[config.mk]
export PLATFORM = sky130hd
export DESIGN_NAME = ex_wb_pipe_stage
export DESIGN_NICKNAME = d
export VERILOG_FILES = /design/src/rtl/ex_wb_pipe_stage.sv
export SDC_FILE = /design/constraint.sdc
export NUM_CORES = 1
export LEC_CHECK = 0
export CAP_MARGIN = 20
export CORE_MARGIN = 3
export CORE_UTILIZATION = 45
export CTS_BUF_LIST = sky130_fd_sc_hd__clkbuf_8
export DETAILED_ROUTE_END_ITERATION = 16
export PLACE_DENSITY = 0.73
export SETUP_SLACK_MARGIN = 0.05
export SLEW_MARGIN = 20
export SYNTH_ARGS = -nofsm -noshare
export SYNTH_HDL_FRONTEND = slang
export SYNTH_SLANG_ARGS = --single-unit
[constraint.sdc]
create_clock -name clk -period 2.12 [get_ports clk]
set_input_delay 0.424 -clock clk [delete_from_list [all_inputs] [get_ports clk]]
set_output_delay 0.424 -clock clk [all_outputs]
set_load 0.01 [all_outputs]
[src/rtl/ex_wb_pipe_stage.sv]
// ex_wb_pipe_stage: EX->WB pipeline register with valid/ready handshake,
// 2-entry skid buffer and synchronous flush.
//
// Handshake: an entry moves in when in_valid && in_ready, and moves out
// when out_valid && out_ready. in_ready is registered (no combinational
// path from out_ready); out_valid never drops without a transfer or flush.
//
// Optional feature: define PL_STALL_CNT_EN to add the stall_cnt port,
// a saturating count of cycles where WB holds off a valid entry.
module ex_wb_pipe_stage #(
    parameter int OP_W   = 4,
    parameter int RD_W   = 4,
    parameter int DATA_W = 16
) (
    input  logic              clk,
    input  logic              rst,
    input  logic              in_valid,
    output logic              in_ready,
    input  logic [OP_W-1:0]   in_opcode,
    input  logic [RD_W-1:0]   in_rd,
    input  logic [DATA_W-1:0] in_data,
    input  logic              in_rf_wr,
    input  logic              in_rf_wr_sel,
    input  logic              flush,
    output logic              out_valid,
    input  logic              out_ready,
    output logic [OP_W-1:0]   out_opcode,
    output logic [RD_W-1:0]   out_rd,
    output logic [DATA_W-1:0] out_data,
    output logic              out_rf_wr,
    output logic              out_rf_wr_sel,
`ifdef PL_STALL_CNT_EN
    output logic [15:0]       stall_cnt,
`endif
    output logic [1:0]        state_dbg
);

    // Payload layout: {opcode, rd, data, rf_wr, rf_wr_sel}
    localparam int PL_W = OP_W + RD_W + DATA_W + 2;

    // EMPTY: nothing held. FULL: main only. SKID: main and skid both held,
    // so the SKID state itself is the skid register's valid bit.
    typedef enum logic [1:0] {
        EMPTY = 2'd0,
        FULL  = 2'd1,
        SKID  = 2'd2
    } state_t;

    state_t          state;
    logic [PL_W-1:0] main_pl;
    logic [PL_W-1:0] skid_pl;
    logic [PL_W-1:0] in_pl;
    logic            main_valid;
    logic            in_ready_q;
    logic            in_xfer;
    logic            out_xfer;

    assign in_pl    = {in_opcode, in_rd, in_data, in_rf_wr, in_rf_wr_sel};
    assign in_xfer  = in_valid && in_ready_q;
    assign out_xfer = main_valid && out_ready;

    // Occupancy FSM: moves payloads between input, main and skid registers.
    always_ff @(posedge clk or posedge rst) begin
        if (rst) begin
            state      <= EMPTY;
            main_pl    <= '0;
            skid_pl    <= '0;
            main_valid <= 1'b0;
            in_ready_q <= 1'b0;
        end else if (flush) begin
            // Held entries and any entry accepted this cycle are discarded.
            state      <= EMPTY;
            main_valid <= 1'b0;
            in_ready_q <= 1'b1;
        end else begin
            case (state)
                EMPTY: begin
                    in_ready_q <= 1'b1;
                    if (in_xfer) begin
                        main_pl    <= in_pl;
                        main_valid <= 1'b1;
                        state      <= FULL;
                    end
                end
                FULL: begin
                    if (out_xfer && in_xfer) begin
                        main_pl <= in_pl;
                    end else if (out_xfer) begin
                        main_valid <= 1'b0;
                        state      <= EMPTY;
                    end else if (in_xfer) begin
                        // WB stalled: park the new entry and stop accepting.
                        skid_pl    <= in_pl;
                        in_ready_q <= 1'b0;
                        state      <= SKID;
                    end
                end
                SKID: begin
                    if (out_xfer) begin
                        main_pl    <= skid_pl;
                        in_ready_q <= 1'b1;
                        state      <= FULL;
                    end
                end
                default: begin
                    state      <= EMPTY;
                    main_valid <= 1'b0;
                    in_ready_q <= 1'b1;
                end
            endcase
        end
    end

    assign in_ready      = in_ready_q;
    assign out_valid     = main_valid;
    assign out_opcode    = main_pl[PL_W-1 -: OP_W];
    assign out_rd        = main_pl[DATA_W+2 +: RD_W];
    assign out_data      = main_pl[2 +: DATA_W];
    // A bubble must never write the register file.
    assign out_rf_wr     = main_pl[1] & main_valid;
    assign out_rf_wr_sel = main_pl[0];
    assign state_dbg     = state;

`ifdef PL_STALL_CNT_EN
    logic [15:0] stall_cnt_q;

    // Count cycles where a valid entry waits on WB; saturate, clear on reset.
    always_ff @(posedge clk or posedge rst) begin
        if (rst) begin
            stall_cnt_q <= '0;
        end else if (main_valid && !out_ready && !flush && stall_cnt_q != 16'hFFFF) begin
            stall_cnt_q <= stall_cnt_q + 16'd1;
        end
    end

    assign stall_cnt = stall_cnt_q;
`endif

endmodule

==> impl_results.md, run 1 <==
* Status: finished, final reports clean
* Switching share of power at 0.2863
* Placed Area at between 3000 and 4000 µm²
* Number of global-route vias before repair at roughly 1600
* Pre-CTS setup slack at around 0.18 ns
* Sink Count at 56
* Mapped cell area at around 2600 µm²
* Fin nets at a little under 300
* Final period util at 0.8641
* Initial DRC Count at just over 80
* Compound-Gate Fraction of Synth Area at 0.07881
* Core footprint at around 5500 µm²
* Flop pwr share at 0.498
* Gpl congestion at approximately 0.74
* Final WL at between 4000 and 5000 µm
* Hold Violations, Final at 0
* Design area at between 3000 and 4000 µm²
* Worst-path cell chain: and2_1 > clkdlybuf4s50_1
* XOR/XNOR share of the synthesized area at 0.003364
* Antenna diodes at 0
* Routed via count at approximately 1700
* Synth area leader: dfrtp_1
* Post-synthesis mux area share at 0.2124
* Total grt overflow at 0
* Post-synthesis adder-cell area fraction at 0
* Post-synthesis cell type count at 26
* RSZ-0062 raised after global routing: false
* Max VDD drop at ~0.49 mV
* Placement row count at 27
* Post-synthesis simple-gate area fraction at 0.07496
* Yosys Warn Count at 0
* Post-Synthesis Net Count at ~250
* Final setup fails at 0
* Sum of negative setup slack at 0 ns
* Rel. slew slack at 0.7443
* Post-synthesis sequential area ratio at 0.5382
* Die area at about 6700 µm²
* Pleak at roughly 1.5 nW
* Crit end category: output pin
* Residual DRC count at 0
* Pint at around 2.5 mW
* TritonRoute pass-1 iters at 3
* Clock share of power at 0.168
* Largest family of logic cells by synthesized area: multiplexers
* Critical path type: flop to output pin
* Final WS setup at 0.2881 ns
* Remaining antenna violation count after routing at 0
* Starting density of the core at 0.4700
* Combinational share of power at 0.334
* Clock buffer depth at 2
* Hold_ws at about 0.41 ns
* Detailed Place HPWL at ~3400 µm
* Dominant cells by area after synthesis: dfrtp_1, mux2_2, mux2i_1
* Pin count of the biggest net entering global routing at 27
* Clock Skew at ~0.0054 ns
* Fmax at roughly 550 MHz
* Max-slew violation count at 0
* Port Buffer Count at 60
* Yosys reg bits at 56
* Area Growth Syn to Fin at 26.14%
* Util after Layout at 0.5928
* CTS clk-pin slew, worst paths at 0.09 ns
* Postcts setup bufs at 0
* Critical-path maximum fanout at 6
* Initial antenna violation count at 0
* Worst-Skew Late Latency at roughly 0.3 ns
* Minimum clock period after layout at 1.832 ns
* Post-CTS sizing at 0
* H-tree Lvls at 2
* Synth top area share at 0.5382
* Via/cell ratio at between 4 and 5
* WL per Instance at between 10 and 15 µm
* CTS Hold Bufs at 0
* Hold Crit Class: input port to async pin
* Max cap viols at 0
* Gr usage total at 0.1561
* Required @ worst endpoint at ~1.7 ns
* Die Y at 82.07 µm
* Cts bufs inserted at 5
* First-pass GRT wire length at just under 8000 µm
* CP max-delay cell: clkdlybuf4s50_1
* Syn Inst Count at 220
* CTS tree: yes
* WP data arrival at 1.41 ns
* Layout cells sized above 1 at 0.1787
* Slowest stage delay, CP at between 0.5 and 0.6 ns
* Syn Area/Cell at approximately 12 µm²
* Worst slew pin tran at 0.3830 ns
* Die width at 82.07 µm
* Startpoint Class: flop
* P_sw at approximately 0.99 mW
* P per Cell Area at about 1100 nW/µm²
* Root Buffer Master: clkbuf_8
* # IOs at 61
-- cell usage in the layout (no fill, tap or decap), types with 3 or more instances in the layout --
| cell | count |
|---|---|
| dfrtp_1 | 56 |
| nor2_1 | 26 |
| mux2_2 | 26 |
| mux2i_1 | 26 |
| a21oi_1 | 28 |
| nand2_1 | 3 |
| inv_1 | 3 |
| clkbuf_8 | 6 |
| nor2b_1 | 3 |
| clkdlybuf4s50_1 | 60 |
| buf_12 | 5 |
| buf_4 | 4 |
-- cells by family after synthesis --
group,Yosys count
AOI/OAI and AO/OA,34
xor gates and xnor gates,1
buffers and inverters,36
muxes,52
DFF,56
and+or+nand+nor,41
-- area by class of cell --
cell class                 instances  area [µm²]
clock buffer                       6       82.58
clock inverter                     2       7.507
fill                             491        2256
inverter                           2       7.507
multi-input combinational        128       964.7
sequential                        56        1401
tap                               72       90.09
timing repair buffer              69       730.7
-- cell usage after synthesis --
master and instances:
o22ai_1 1, or2_1 1, o31ai_1 1, and2_1 1
a221oi_4 1, o2bb2ai_1 1, buf_4 25, nand4_2 1
a21oi_1 28, nor2b_1 3, mux2i_1 26, o22a_1 1
or4b_2 1, buf_2 9, nand2_1 3, dfrtp_1 56
xnor2_1 1, inv_1 2, a21boi_0 1, or2_2 1
nand3b_1 1, mux2_2 26, nand3_1 1, and2b_1 1
nand2b_1 1, nor2_1 26
-- critical path: cells and delay by family (launching register included) --
| family | cells | cell delay (ns) |
|---|---|---|
| flops | 1 | 0.43 |
| buf+inv | 1 | 0.53 |
| simple gates | 1 | 0.15 |
-- sequential cells by signal, indices dropped and copies added, names as in the netlist --
signal and cells:
main_pl 26, out_valid 1, skid_pl 26, in_ready 1, state_dbg 2
-- power groups by stage --
stage	Sequential, mW	Clock (mW)	Combinational [mW]
final	1.72	0.581	1.15
after global routing	1.78	0.653	1.26
after CTS	1.73	0.606	1.18
after detailed placement	1.75	0	1.17
after global placement	1.73	0	1.14
after floorplan	1.68	0	0.856
-- metrics by stage --
| step | power (mW) | cells |
|---|---|---|
| after floorplan | 2.538 | 220 |
| after global placement | 2.868 | 327 |
| after detailed placement | 2.920 | 327 |
| after CTS | 3.511 | 335 |
| after global routing | 3.698 | 335 |
| final | 3.458 | 335 |
-- final timing paths --
kind | endpoint | cells after the start | slack, ns | startpoint
worst min register to register | skid_pl[0] | 1 | 0.51 | skid_pl[0]
worst min-delay path | skid_pl[16] | 2 | 0.41 | rst
worst max register to register | main_pl[25] | 5 | 0.48 | state_dbg[1]
max in group asynchronous | main_pl[25] | 3 | 1.25 | rst
min in group clk | skid_pl[0] | 1 | 0.51 | skid_pl[0]
worst max-delay path | out_rf_wr | 2 | 0.29 | out_valid
-- per-layer routing --
metal | GRT usage | vias up | share of wire
met5 | 0 | - | 0
met4 | 0.05316 | 0 | 0.013
met3 | 0.04605 | 7 | 0.048
met2 | 0.2447 | 36 | 0.48
met1 | 0.2067 | 811 | 0.45
li1 | - | 816 | -
(Power assumes the default switching activity.)
==> inputs of run 2 (changes only) <==
- CTS_CLUSTER_DIAMETER: unset -> 100
==> results of run 2 <==
Same layout as run 1: the final DEF is identical, and so are final timing and power.
==> inputs of run 3 (changes only) <==
- ABC_AREA: unset -> 1
==> run 3 against run 2 <==
- setup slack worse by 0.014 ns
- sequential share of layout area up 0.081 points
- sequential cell count unchanged
- total power up 17%
- area after synthesis up 3.4%
- largest cell class unchanged
==> impl_results.md, run 3 <==
* Clock buffer depth at 2 (unchanged)
* TritonRoute pass-1 iters at 4 (+1)
* Placement row count at 27 (unchanged)
* Hold Violations, Final at 0 (unchanged)
* Max-slew violation count at 0 (unchanged)
* Post-synth EDFFs at 0 (unchanged)
* Placed Area at 3149 µm² (-1.4%)
* Rel. slew slack at 0.6629 (-0.08132)
* Routed via count at 2063 (+24%)
* # IOs at 61 (unchanged)
* Predominant post-synthesis flop cell: dfrtp_1
* Inst Count DP at 423 (+29%)
* Clock Skew at 0.01220 ns (+0.006835 ns)
* PnR Total Power at 4.037 mW (+17%)
* Antenna diodes at 0 (unchanged)
* Dominant cells by area after synthesis: dfrtp_1, a21oi_1, nor2_1
* Mapped cell area at 2693 µm² (+3.4%)
* P per Cell Area at 1231 nW/µm² (+17%)
* Post-Synthesis Net Count at 357 (+42%)
* Pleak at 1.611 nW (+5.0%)
* Worst-Skew Late Latency at 0.30 ns (about the same)
* Yosys reg bits at 56 (unchanged)
* RSZ-0062 raised after global routing: false
* Pin count of the biggest net entering global routing at 54 (+100%)
* Required @ worst endpoint at 1.70 ns (about the same)
* Max VDD drop at 0.4998 mV (+1.4%)
* Crit end category: output pin
* Met1 wire length at 2445 µm (+11%)
* WL per Instance at 11.94 µm (-17%)
* Final WL at 5134 µm (+6.0%)
* Die area at 6948 µm² (+3.2%)
* Worst path buffer plus inverter count at 1 (unchanged)
* Asr flop ratio synth at 1.000 (unchanged)
* CP max-delay cell: clkdlybuf4s50_1
* CTS Hold Bufs at 0 (unchanged)
* Via/cell ratio at 4.798 (-3.8%)
* Post-synthesis sequential area ratio at 0.5204 (-0.01776)
* Critical path type: flop to output pin
* Status: finished, final reports clean
* H-tree Lvls at 2 (unchanged)
* Syn Inst Count at 326 (+48%)
* Max cap viols at 0 (unchanged)
* Hold_ws at 0.3844 ns (-0.02423 ns)
* Gpl congestion at 0.8338 (+12%)
* Most common cell after layout, fill and taps aside: clkdlybuf4s50_1
* Final period util at 0.8709 (+0.006763)
* Slowest stage delay, CP at 0.60 ns (+0.07 ns)
* Area Growth Syn to Fin at 21.75%
* Worst slew pin tran at 0.5056 ns (+0.1225 ns)
* Gr usage total at 0.1553 (-0.0008087)
* Post-synthesis cell type count at 18 (-31%)
* Initial DRC Count at 110 (+34%)
* Non-Filler Instances at 430 (+28%)
* Post-CTS sizing at 0 (unchanged)
* Syn Area/Cell at 8.259 µm² (-30%)
* WL met2 at 2457 µm (+4.9%)
* Initial antenna violation count at 0 (unchanged)
* Root Buffer Master: clkbuf_8
* CTS clk-pin slew, worst paths at 0.10 ns (about the same)
* Cts bufs inserted at 5 (unchanged)
* Yosys Warn Count at 0 (unchanged)
* Postcts setup bufs at 0 (unchanged)
* Hold Crit Class: input port to async pin
* WP data arrival at 1.42 ns (about the same)
* Die Y at 83.36 µm (+1.6%)
* Synth area leader: dfrtp_1
* Port Buffer Count at 60 (unchanged)
* Core footprint at 5642 µm² (+1.8%)
* Synth top cells by count: nor2_1, dfrtp_1, a21oi_1
* Total grt overflow at 0 (unchanged)
* Minimum clock period after layout at 1.846 ns (+0.01434 ns)
* CP top delay family: buffers and inverters
* Critical-path maximum fanout at 8 (+2)
* First-pass GRT wire length at 8976 µm (+15%)
* Remaining antenna violation count after routing at 0 (unchanged)
* Final setup fails at 0 (unchanged)
* Design area at 3278 µm² (-0.19%)
* Count leader, synth: nor2_1
* Layout cells sized above 1 at 0.05587 (-0.1228)
* Detailed Place HPWL at 3590 µm (+4.4%)
* Most frequent cells in the layout: clkdlybuf4s50_1, nor2_1, dfrtp_1, a21oi_1, nand2_1
* Synth top area share at 0.5204 (-0.01776)
* Sum of negative setup slack at 0 ns (unchanged)
* Residual DRC count at 0 (unchanged)
* Max Used Layer: met4
* Startpoint Class: flop
* Number of global-route vias before repair at 1982 (+21%)
* Met3 wire length at 211 µm (-9.8%)
* Sink Count at 56 (unchanged)
* Starting density of the core at 0.4773 (+0.007304)
* Die width at 83.36 µm (+1.6%)
* Worst-path cell chain: clkdlybuf4s50_1
* Fin nets at 389 (+33%)
* Fmax at 541.6 MHz (-0.78%)
* CTS tree: yes
==> run 3: changes by cell type after synthesis, sizes merged, moves of 26 or more <==
| cell | delta |
|---|---|
| nand2 | +43 |
| nor2 | +34 |
| inv | +32 |
| o21ai | +28 |
| mux2 | -26 |
| mux2i | -26 |
==> run 3: layout make-up <==
type / count / area [µm²]
flip-flops and latches: 56 / 1401
inverters: 34 / 127.6
clock buffers: 5 / 68.82
multi-input cells: 196 / 879.6
fillers: 507 / 2364
clock inverters: 2 / 60.06
well taps: 72 / 90.09
repair buffers: 65 / 650.6
==> run 3: path summary, 6_finish.rpt <==
check	endpoint	startpoint	depth (start not counted)	slack [ns]
max in group asynchronous	main_pl[19]	rst	3	1.20
worst max-delay path	state_dbg[0]	state_dbg[0]	1	0.27
min in group clk	main_pl[23]	main_pl[23]	2	0.49
worst min register to register	main_pl[23]	main_pl[23]	2	0.49
worst min-delay path	main_pl[4]	rst	2	0.38
worst max register to register	skid_pl[21]	out_valid	6	0.51
==> run 3: report_power, final <==
group | switching (mW) | internal (mW)
Combinational | 0.723 | 0.763
Clock | 0.327 | 0.465
Sequential | 0.212 | 1.55
Total | 1.26 | 2.77
==> run 3: logic make-up (layout without fill, tap and decap cells) <==
group           count (synthesis)  after routing  synth area share
compound gates                 82             82            0.1533
buf+inv                        74            106            0.1529
flops                          56             56            0.5204
simple gates                  114            114            0.1733
==> run 3: per-layer routing <==
metal	up-vias	track usage
li1	1066	-
met1	947	0.2015
met2	48	0.2624
met3	2	0.03770
met4	0	0.03566
met5	-	0
==> run 3: metrics by stage <==
stage / setup slack, ns / utilization
floorplan: 0.3247 / -
global route: 0.1844 / 0.5811
global placement: 0.2408 / 0.5582
CTS: 0.2537 / 0.5811
detailed placement: 0.1408 / 0.5582
finish: 0.2738 / 0.5811
